==> config.mk <==
export PLATFORM = sky130hd
export DESIGN_NAME = fdtd_ez_sequencer
export DESIGN_NICKNAME = d
export VERILOG_FILES = /design/src/rtl/fdtd_pkg.sv /design/src/rtl/fdtd_wait_cnt.sv /design/src/rtl/fdtd_ez_sequencer.sv
export SDC_FILE = /design/constraint.sdc
export NUM_CORES = 1
export LEC_CHECK = 0
export CORE_MARGIN = 2
export CORE_UTILIZATION = 35
export DETAILED_ROUTE_END_ITERATION = 8
export GPL_ROUTABILITY_DRIVEN = 0
export GPL_TIMING_DRIVEN = 0
export PLACE_DENSITY = 0.53
export SKIP_LAST_GASP = 1
export SLEW_MARGIN = 20
export SYNTH_ARGS = -nofsm -noshare
export SYNTH_HDL_FRONTEND = slang
export SYNTH_SLANG_ARGS = --single-unit
==> constraint.sdc <==
create_clock -name CLK -period 3.2 [get_ports CLK]
set_input_delay 0.64 -clock CLK [delete_from_list [all_inputs] [get_ports CLK]]
set_output_delay 0.64 -clock CLK [all_outputs]
set_load 0.005 [all_outputs]
==> src/rtl/fdtd_pkg.sv <==
// Shared types and defaults for the FDTD Ez update sequencer.
package fdtd_pkg;

  typedef enum logic [2:0] {
    IDLE,
    CALC_EZ,
    DRAIN_EZ,
    INJECT,
    DRAIN_SRC,
    STEP_END
  } ez_seq_state_t;

  localparam int unsigned DEF_NUM_CELLS  = 200;
  localparam int unsigned DEF_ADDR_WIDTH = $clog2(DEF_NUM_CELLS);

endpackage

==> src/rtl/fdtd_wait_cnt.sv <==
// Loadable down-counter with a zero flag, used to wait out the Ez datapath latency.
module fdtd_wait_cnt #(
  parameter int unsigned WIDTH = 2
) (
  input  logic             CLK,
  input  logic             RST,
  input  logic             load_i,
  input  logic [WIDTH-1:0] load_val_i,
  input  logic             dec_i,
  output logic             zero_o
);

  logic [WIDTH-1:0] cnt_q;
  logic [WIDTH-1:0] cnt_d;

  // NOTE: every signal written here gets a default first, so no latch is inferred.
  always_comb begin
    cnt_d = cnt_q;
    if (load_i) begin
      cnt_d = load_val_i;
    end else if (dec_i && (cnt_q != '0)) begin
      cnt_d = cnt_q - WIDTH'(1);
    end
  end

  // NOTE: sequential state uses non-blocking assignments only.
  always_ff @(posedge CLK) begin
    if (RST) begin
      cnt_q <= '0;
    end else begin
      cnt_q <= cnt_d;
    end
  end

  assign zero_o = (cnt_q == '0);

endmodule

==> src/rtl/fdtd_ez_sequencer.sv <==
// Sweeps all Ez cells per time step, waits out the pipeline, then injects the source once.
module fdtd_ez_sequencer
  import fdtd_pkg::*;
#(
  parameter int unsigned NUM_CELLS  = DEF_NUM_CELLS,
  parameter int unsigned ADDR_WIDTH = DEF_ADDR_WIDTH,
  parameter int unsigned STEP_WIDTH = 16,
  parameter int unsigned SRC_CELL   = 100,
  parameter int unsigned PIPE_LAT   = 2
) (
  input  logic                  CLK,
  input  logic                  RST,
  input  logic                  start_i,
  input  logic [STEP_WIDTH-1:0] num_steps_i,
  input  logic                  ready_i,
  output logic                  calc_Ez_en_o,
  output logic                  calc_src_en_o,
  output logic [ADDR_WIDTH-1:0] cell_addr_o,
  output logic [STEP_WIDTH-1:0] step_cnt_o,
  output logic                  busy_o,
  output logic                  step_done_o,
  output logic                  done_o
);

  localparam int unsigned           WAIT_W    = $clog2(PIPE_LAT + 1);
  // Loaded one below the latency so each drain state lasts exactly PIPE_LAT cycles.
  localparam logic [WAIT_W-1:0]     WAIT_LOAD = WAIT_W'(PIPE_LAT - 1);
  localparam logic [ADDR_WIDTH-1:0] LAST_ADDR = ADDR_WIDTH'(NUM_CELLS - 1);
  localparam logic [ADDR_WIDTH-1:0] SRC_ADDR  = ADDR_WIDTH'(SRC_CELL);

  ez_seq_state_t         state_q, state_d;
  logic [ADDR_WIDTH-1:0] addr_q, addr_d;
  logic [STEP_WIDTH-1:0] step_cnt_q, step_cnt_d;
  logic [STEP_WIDTH-1:0] steps_q, steps_d;
  logic                  busy_q, busy_d;
  logic                  step_done_q, step_done_d;
  logic                  done_q, done_d;

  logic wait_load;
  logic wait_dec;
  logic wait_zero;
  logic last_step;

  fdtd_wait_cnt #(
    .WIDTH (WAIT_W)
  ) u_wait_cnt (
    .CLK        (CLK),
    .RST        (RST),
    .load_i     (wait_load),
    .load_val_i (WAIT_LOAD),
    .dec_i      (wait_dec),
    .zero_o     (wait_zero)
  );

  always_ff @(posedge CLK) begin
    if (RST) begin
      state_q     <= IDLE;
      addr_q      <= '0;
      step_cnt_q  <= '0;
      steps_q     <= '0;
      busy_q      <= 1'b0;
      step_done_q <= 1'b0;
      done_q      <= 1'b0;
    end else begin
      state_q     <= state_d;
      addr_q      <= addr_d;
      step_cnt_q  <= step_cnt_d;
      steps_q     <= steps_d;
      busy_q      <= busy_d;
      step_done_q <= step_done_d;
      done_q      <= done_d;
    end
  end

  assign last_step = ((step_cnt_q + STEP_WIDTH'(1)) == steps_q);

  always_comb begin
    state_d     = state_q;
    addr_d      = addr_q;
    step_cnt_d  = step_cnt_q;
    steps_d     = steps_q;
    busy_d      = busy_q;
    step_done_d = 1'b0;
    done_d      = 1'b0;
    wait_load   = 1'b0;
    wait_dec    = 1'b0;

    unique case (state_q)
      IDLE: begin
        // busy_q is only set in IDLE while a zero-step run signals done.
        if (busy_q) begin
          busy_d = 1'b0;
        end else if (start_i) begin
          steps_d    = num_steps_i;
          addr_d     = '0;
          step_cnt_d = '0;
          busy_d     = 1'b1;
          if (num_steps_i == '0) begin
            done_d = 1'b1;
          end else begin
            state_d = CALC_EZ;
          end
        end
      end
      CALC_EZ: begin
        if (ready_i) begin
          if (addr_q == LAST_ADDR) begin
            state_d   = DRAIN_EZ;
            wait_load = 1'b1;
          end else begin
            addr_d = addr_q + ADDR_WIDTH'(1);
          end
        end
      end
      DRAIN_EZ: begin
        if (wait_zero) begin
          state_d = INJECT;
          addr_d  = SRC_ADDR;
        end else begin
          wait_dec = 1'b1;
        end
      end
      INJECT: begin
        if (ready_i) begin
          state_d   = DRAIN_SRC;
          wait_load = 1'b1;
        end
      end
      DRAIN_SRC: begin
        // Pulses are registered on entry so they coincide with the STEP_END cycle.
        if (wait_zero) begin
          state_d     = STEP_END;
          step_done_d = 1'b1;
          done_d      = last_step;
        end else begin
          wait_dec = 1'b1;
        end
      end
      STEP_END: begin
        if (last_step) begin
          state_d = IDLE;
          busy_d  = 1'b0;
        end else begin
          state_d    = CALC_EZ;
          step_cnt_d = step_cnt_q + STEP_WIDTH'(1);
          addr_d     = '0;
        end
      end
      default: begin
        state_d = IDLE;
      end
    endcase
  end

  always_comb begin
    calc_Ez_en_o  = (state_q == CALC_EZ) && ready_i;
    calc_src_en_o = (state_q == INJECT) && ready_i;
  end

  assign cell_addr_o = addr_q;
  assign step_cnt_o  = step_cnt_q;
  assign busy_o      = busy_q;
  assign step_done_o = step_done_q;
  assign done_o      = done_q;

endmodule

==> summary.txt <==
Logic synthesis
  – Leading area contributor after synthesis: sky130_fd_sc_hd__dfxtp_1
  – Post-synthesis mux area share: 0.00620
  – Number of flops mapped to enable cells by yosys: 0
  – Post-Synthesis Cells: between 400 and 500
  – Most frequent cell after synthesis: sky130_fd_sc_hd__nand2_1
  – Post-synthesis sequential element count: 48
  – Synth Net Count: around 430
  – Unique masters post-synth: between 60 and 70
  – Share of synthesized cell area in and, or, nand and nor gates: 0.301
  – Asr flop ratio synth: 0
  – Avg Cell Area, Syn: approximately 8 sq um
  – Fraction of synthesized cell area taken by the top area cell type: 0.298
  – Share of the synthesized area in compound gates (AO/OA/AOI/OAI): 0.237
  – Post-synthesis instance area: 0.00323 sq mm
  – Predominant post-synthesis flop cell: sky130_fd_sc_hd__dfxtp_1
  – Synthesized-area fraction occupied by adder cells: 0.0116
  – Main area contributors after synthesis: sky130_fd_sc_hd__dfxtp_1 30%, sky130_fd_sc_hd__nand2_1 6.5%, sky130_fd_sc_hd__a21oi_1 3.7%
  – Top cell types by occurrence after synthesis: 56 x sky130_fd_sc_hd__nand2_1, 48 x sky130_fd_sc_hd__dfxtp_1, 24 x sky130_fd_sc_hd__a21oi_1, 21 x sky130_fd_sc_hd__nand3_1
  – XOR/XNOR Fraction of Synth Area: 0.0671
  – Dominant combinational cell family by area after synthesis: simple AND/OR/NAND/NOR gates
  – Total of warnings raised by yosys: 0
  – Post-synthesis sequential area ratio: 0.298

Layout
  – Count of fill cells added during filler insertion: 957
  – Sequential standard cell area: about 960 sq um
  – Final antenna diode count: 0
  – Fraction of layout instances using a drive strength above 1: 0.117
  – Total area of multi-input combinational cells: 0.00202 sq mm
  – Final Net Count: 483
  – Area delta synth->final: 23.0%

Power and ir drop
  – Power per cell area: about 320 mW/mm^2
  – Maximum vdd ir drop: ~0.16 mV
  – Leak Pwr: between 1 and 1.5 nW

Timing
  – Layout Skew: 0.00628 ns
  – Max-slew headroom: 0.621
  – Final max-slew violation count: 0
  – Final setup violation count: 0
  – Setup Total Neg Slack: 0 ns
  – Final number of hold-violating endpoints: 0
  – F_max: ~340 MHz
  – Clock period minus worst slack: 2.98 ns
  – Part of the cycle the worst path needs: 0.930
  – Setup repair after global routing missed its margin: false
  – Worst hold margin: 0.474 ns
  – Worst slew pin tran: between 0.5 and 0.6 ns

Floorplanning
  – Num ports: 49
  – Die Ht: about 100 um
  – Starting Density: 0.354
  – Floorplan row count: 35
  – Core box area: just over 0.009 sq mm
  – DIE AREA: around 0.010 sq mm
  – Chip width: approximately 100 um

Detailed routing
  – Post-route antenna net violation count: 0
  – Routed via count: 3165
  – Initial DRC Count: 83
  – DRC errors left: 0
  – Detail-routed via count per cell: 5.53
  – Wire length per cell: around 16 um
  – Pre-antenna DRT Iters: 5
  – Total wirelength of the detailed-routed design: a little over 9 mm

Clock network
  – CTS sink cnt: 48
  – Cell at the root of the clock tree: sky130_fd_sc_hd__clkbuf_8
  – Post CTS Setup Buffer Count: 0
  – CTS tree: done
  – Clock-pin slew reported for the worst setup and hold paths after clock tree synthesis: 0.10 ns
  – CTS H-Tree Depth: 2
  – Maximum root-to-sink buffer count: 2
  – Number of buffers inserted during clock tree synthesis: 5
  – Clock latency on the worst-skew pair: roughly 0.31 ns

Global route
  – Overflow left after global routing: 0
  – Largest net degree at the start of global routing: 17
  – Antenna violations before repair: 0
  – Gr usage total: 0.196
  – First-pass GRT wire length: ~16 mm
  – Via count of the first global-routing pass: 3130

Critical path
  – Data arrival time of the critical path: 3.19 ns
  – Max stage delay on crit path: about 0.49 ns
  – Worst Setup Start Kind: register
  – Required time worst endpoint: between 3 and 4 ns
  – Type of the worst setup path: reg2reg
  – CP Max Fanout: 10
  – Slowest library cell on the worst path: sky130_fd_sc_hd__dfxtp_1
  – Chain of cells forming the critical path: ha_1 > buf_4 > nand3_2 > nor2_1 > a31oi_1 > nor4_4 > o2111ai_4 > o21ai_4 > buf_6 > o31ai_1 > o21bai_1
  – Element type at the critical path end: register

Placed design
  – Half-perimeter wire length after detailed placement: 7.07 mm
  – Port buffer count: 48

Run
  – Max-Cap Viols: 0

Worst hold path
  – Hold Crit Class: reg2reg

Run status
  – Run status: finished, final reports clean
==> placed cells by master (no fill, tap or decap), types with 5 or more instances in the layout <==
| cell type | instances |
|---|---|
| sky130_fd_sc_hd__a21oi_1 | 24 |
| sky130_fd_sc_hd__xnor2_1 | 10 |
| sky130_fd_sc_hd__a31oi_1 | 9 |
| sky130_fd_sc_hd__nand3_1 | 21 |
| sky130_fd_sc_hd__nor2_1 | 20 |
| sky130_fd_sc_hd__clkdlybuf4s50_1 | 48 |
| sky130_fd_sc_hd__nor4_1 | 10 |
| sky130_fd_sc_hd__xor2_1 | 11 |
| sky130_fd_sc_hd__o21ai_1 | 9 |
| sky130_fd_sc_hd__nand2_1 | 56 |
| sky130_fd_sc_hd__clkbuf_1 | 9 |
| sky130_fd_sc_hd__buf_4 | 7 |
| sky130_fd_sc_hd__o31ai_1 | 5 |
| sky130_fd_sc_hd__buf_6 | 6 |
| sky130_fd_sc_hd__nor2b_1 | 5 |
| sky130_fd_sc_hd__nor3_1 | 12 |
| sky130_fd_sc_hd__o21ai_0 | 13 |
| sky130_fd_sc_hd__dfxtp_1 | 47 |
| sky130_fd_sc_hd__and2_1 | 6 |
| sky130_fd_sc_hd__inv_1 | 20 |
| sky130_fd_sc_hd__o211ai_1 | 8 |
| sky130_fd_sc_hd__nand4_1 | 5 |
| sky130_fd_sc_hd__clkbuf_8 | 5 |
| sky130_fd_sc_hd__o31a_1 | 7 |
| sky130_fd_sc_hd__and3_1 | 9 |
==> state kept, by name, summed over array words and instances (netlist names) <==
register	flops
steps_q	16
step_done_o	1
done_o	1
state_q	3
cell_addr_o	8
step_cnt_o	16
u_wait_cnt.cnt_q	2
busy_o	1
==> through the flow <==
stage	util	cell area, sq um	instances	total power [mW]	worst slack, ns
2_1_floorplan	-	3230	405	0.749	0.693
3_3_place_gp	0.422	3850	564	0.819	0.0879
3_5_place_dp	0.422	3850	564	0.820	0.106
4_1_cts	0.435	3960	572	1.30	0.0853
5_1_grt	0.436	3970	572	1.34	0.0823
6_report	0.436	3970	572	1.29	0.223
==> worst max-delay path: cells and delay by family (launching register included) <==
family	cells	cell delay [ns]
AO/OA/AOI/OAI	5	0.99
AND/OR/NAND/NOR	3	0.82
flip-flops	1	0.49
buffers and inverters	2	0.38
adder cells (fa/ha/maj)	1	0.20
==> cell families after synthesis <==
family | after synthesis
AOI/OAI and AO/OA | 106
xor gates and xnor gates | 23
adders and majority gates | 3
buffers and inverters | 48
DFF | 48
muxes | 2
and+or+nand+nor | 175
==> worst paths after layout <==
kind / startpoint / endpoint / slack, ns / cells after the start
min reg2reg: steps_q[1] / steps_q[1] / 0.47 / 2
max reg2reg: step_cnt_o[1] / step_cnt_o[3] / 0.22 / 11
max: step_cnt_o[1] / step_cnt_o[3] / 0.22 / 11
min: steps_q[1] / steps_q[1] / 0.47 / 2
==> report_power, final <==
| group | internal (mW) | switching, mW | total, mW |
|---|---|---|---|
| Combinational | 0.0737 | 0.104 | 0.177 |
| Clock | 0.236 | 0.242 | 0.478 |
| Sequential | 0.613 | 0.0169 | 0.630 |
| Total | 0.923 | 0.362 | 1.29 |
==> routing by layer <==
| layer | vias up | track usage | share of wire |
|---|---|---|---|
| met5 | - | 0 | 0 |
| li1 | 1574 | - | - |
| met4 | 0 | 0.0685 | 0.020 |
| met1 | 1514 | 0.262 | 0.47 |
| met3 | 17 | 0.0320 | 0.035 |
| met2 | 60 | 0.321 | 0.47 |
==> cell type report <==
cell class | count | area share
Sequential cell | 48 | 0.242
Clock buffer | 5 | 0.0173
Timing Repair Buffer | 48 | 0.121
Clock inverter | 3 | 0.0117
Inverter | 21 | 0.0198
Tap cell | 111 | 0.0350
Buffer | 27 | 0.0447
Multi-Input combinational cell | 309 | 0.508
==> timing repair <==
| action | CTS | global route |
|---|---|---|
| setup endpoints to repair | 0 | 7 |
| endpoints found under the hold margin | 0 | 0 |
| gates resized for setup | 0 | 2 |
| hold buffers | 0 | 0 |
Note: power is estimated with default switching activity, not from simulation.
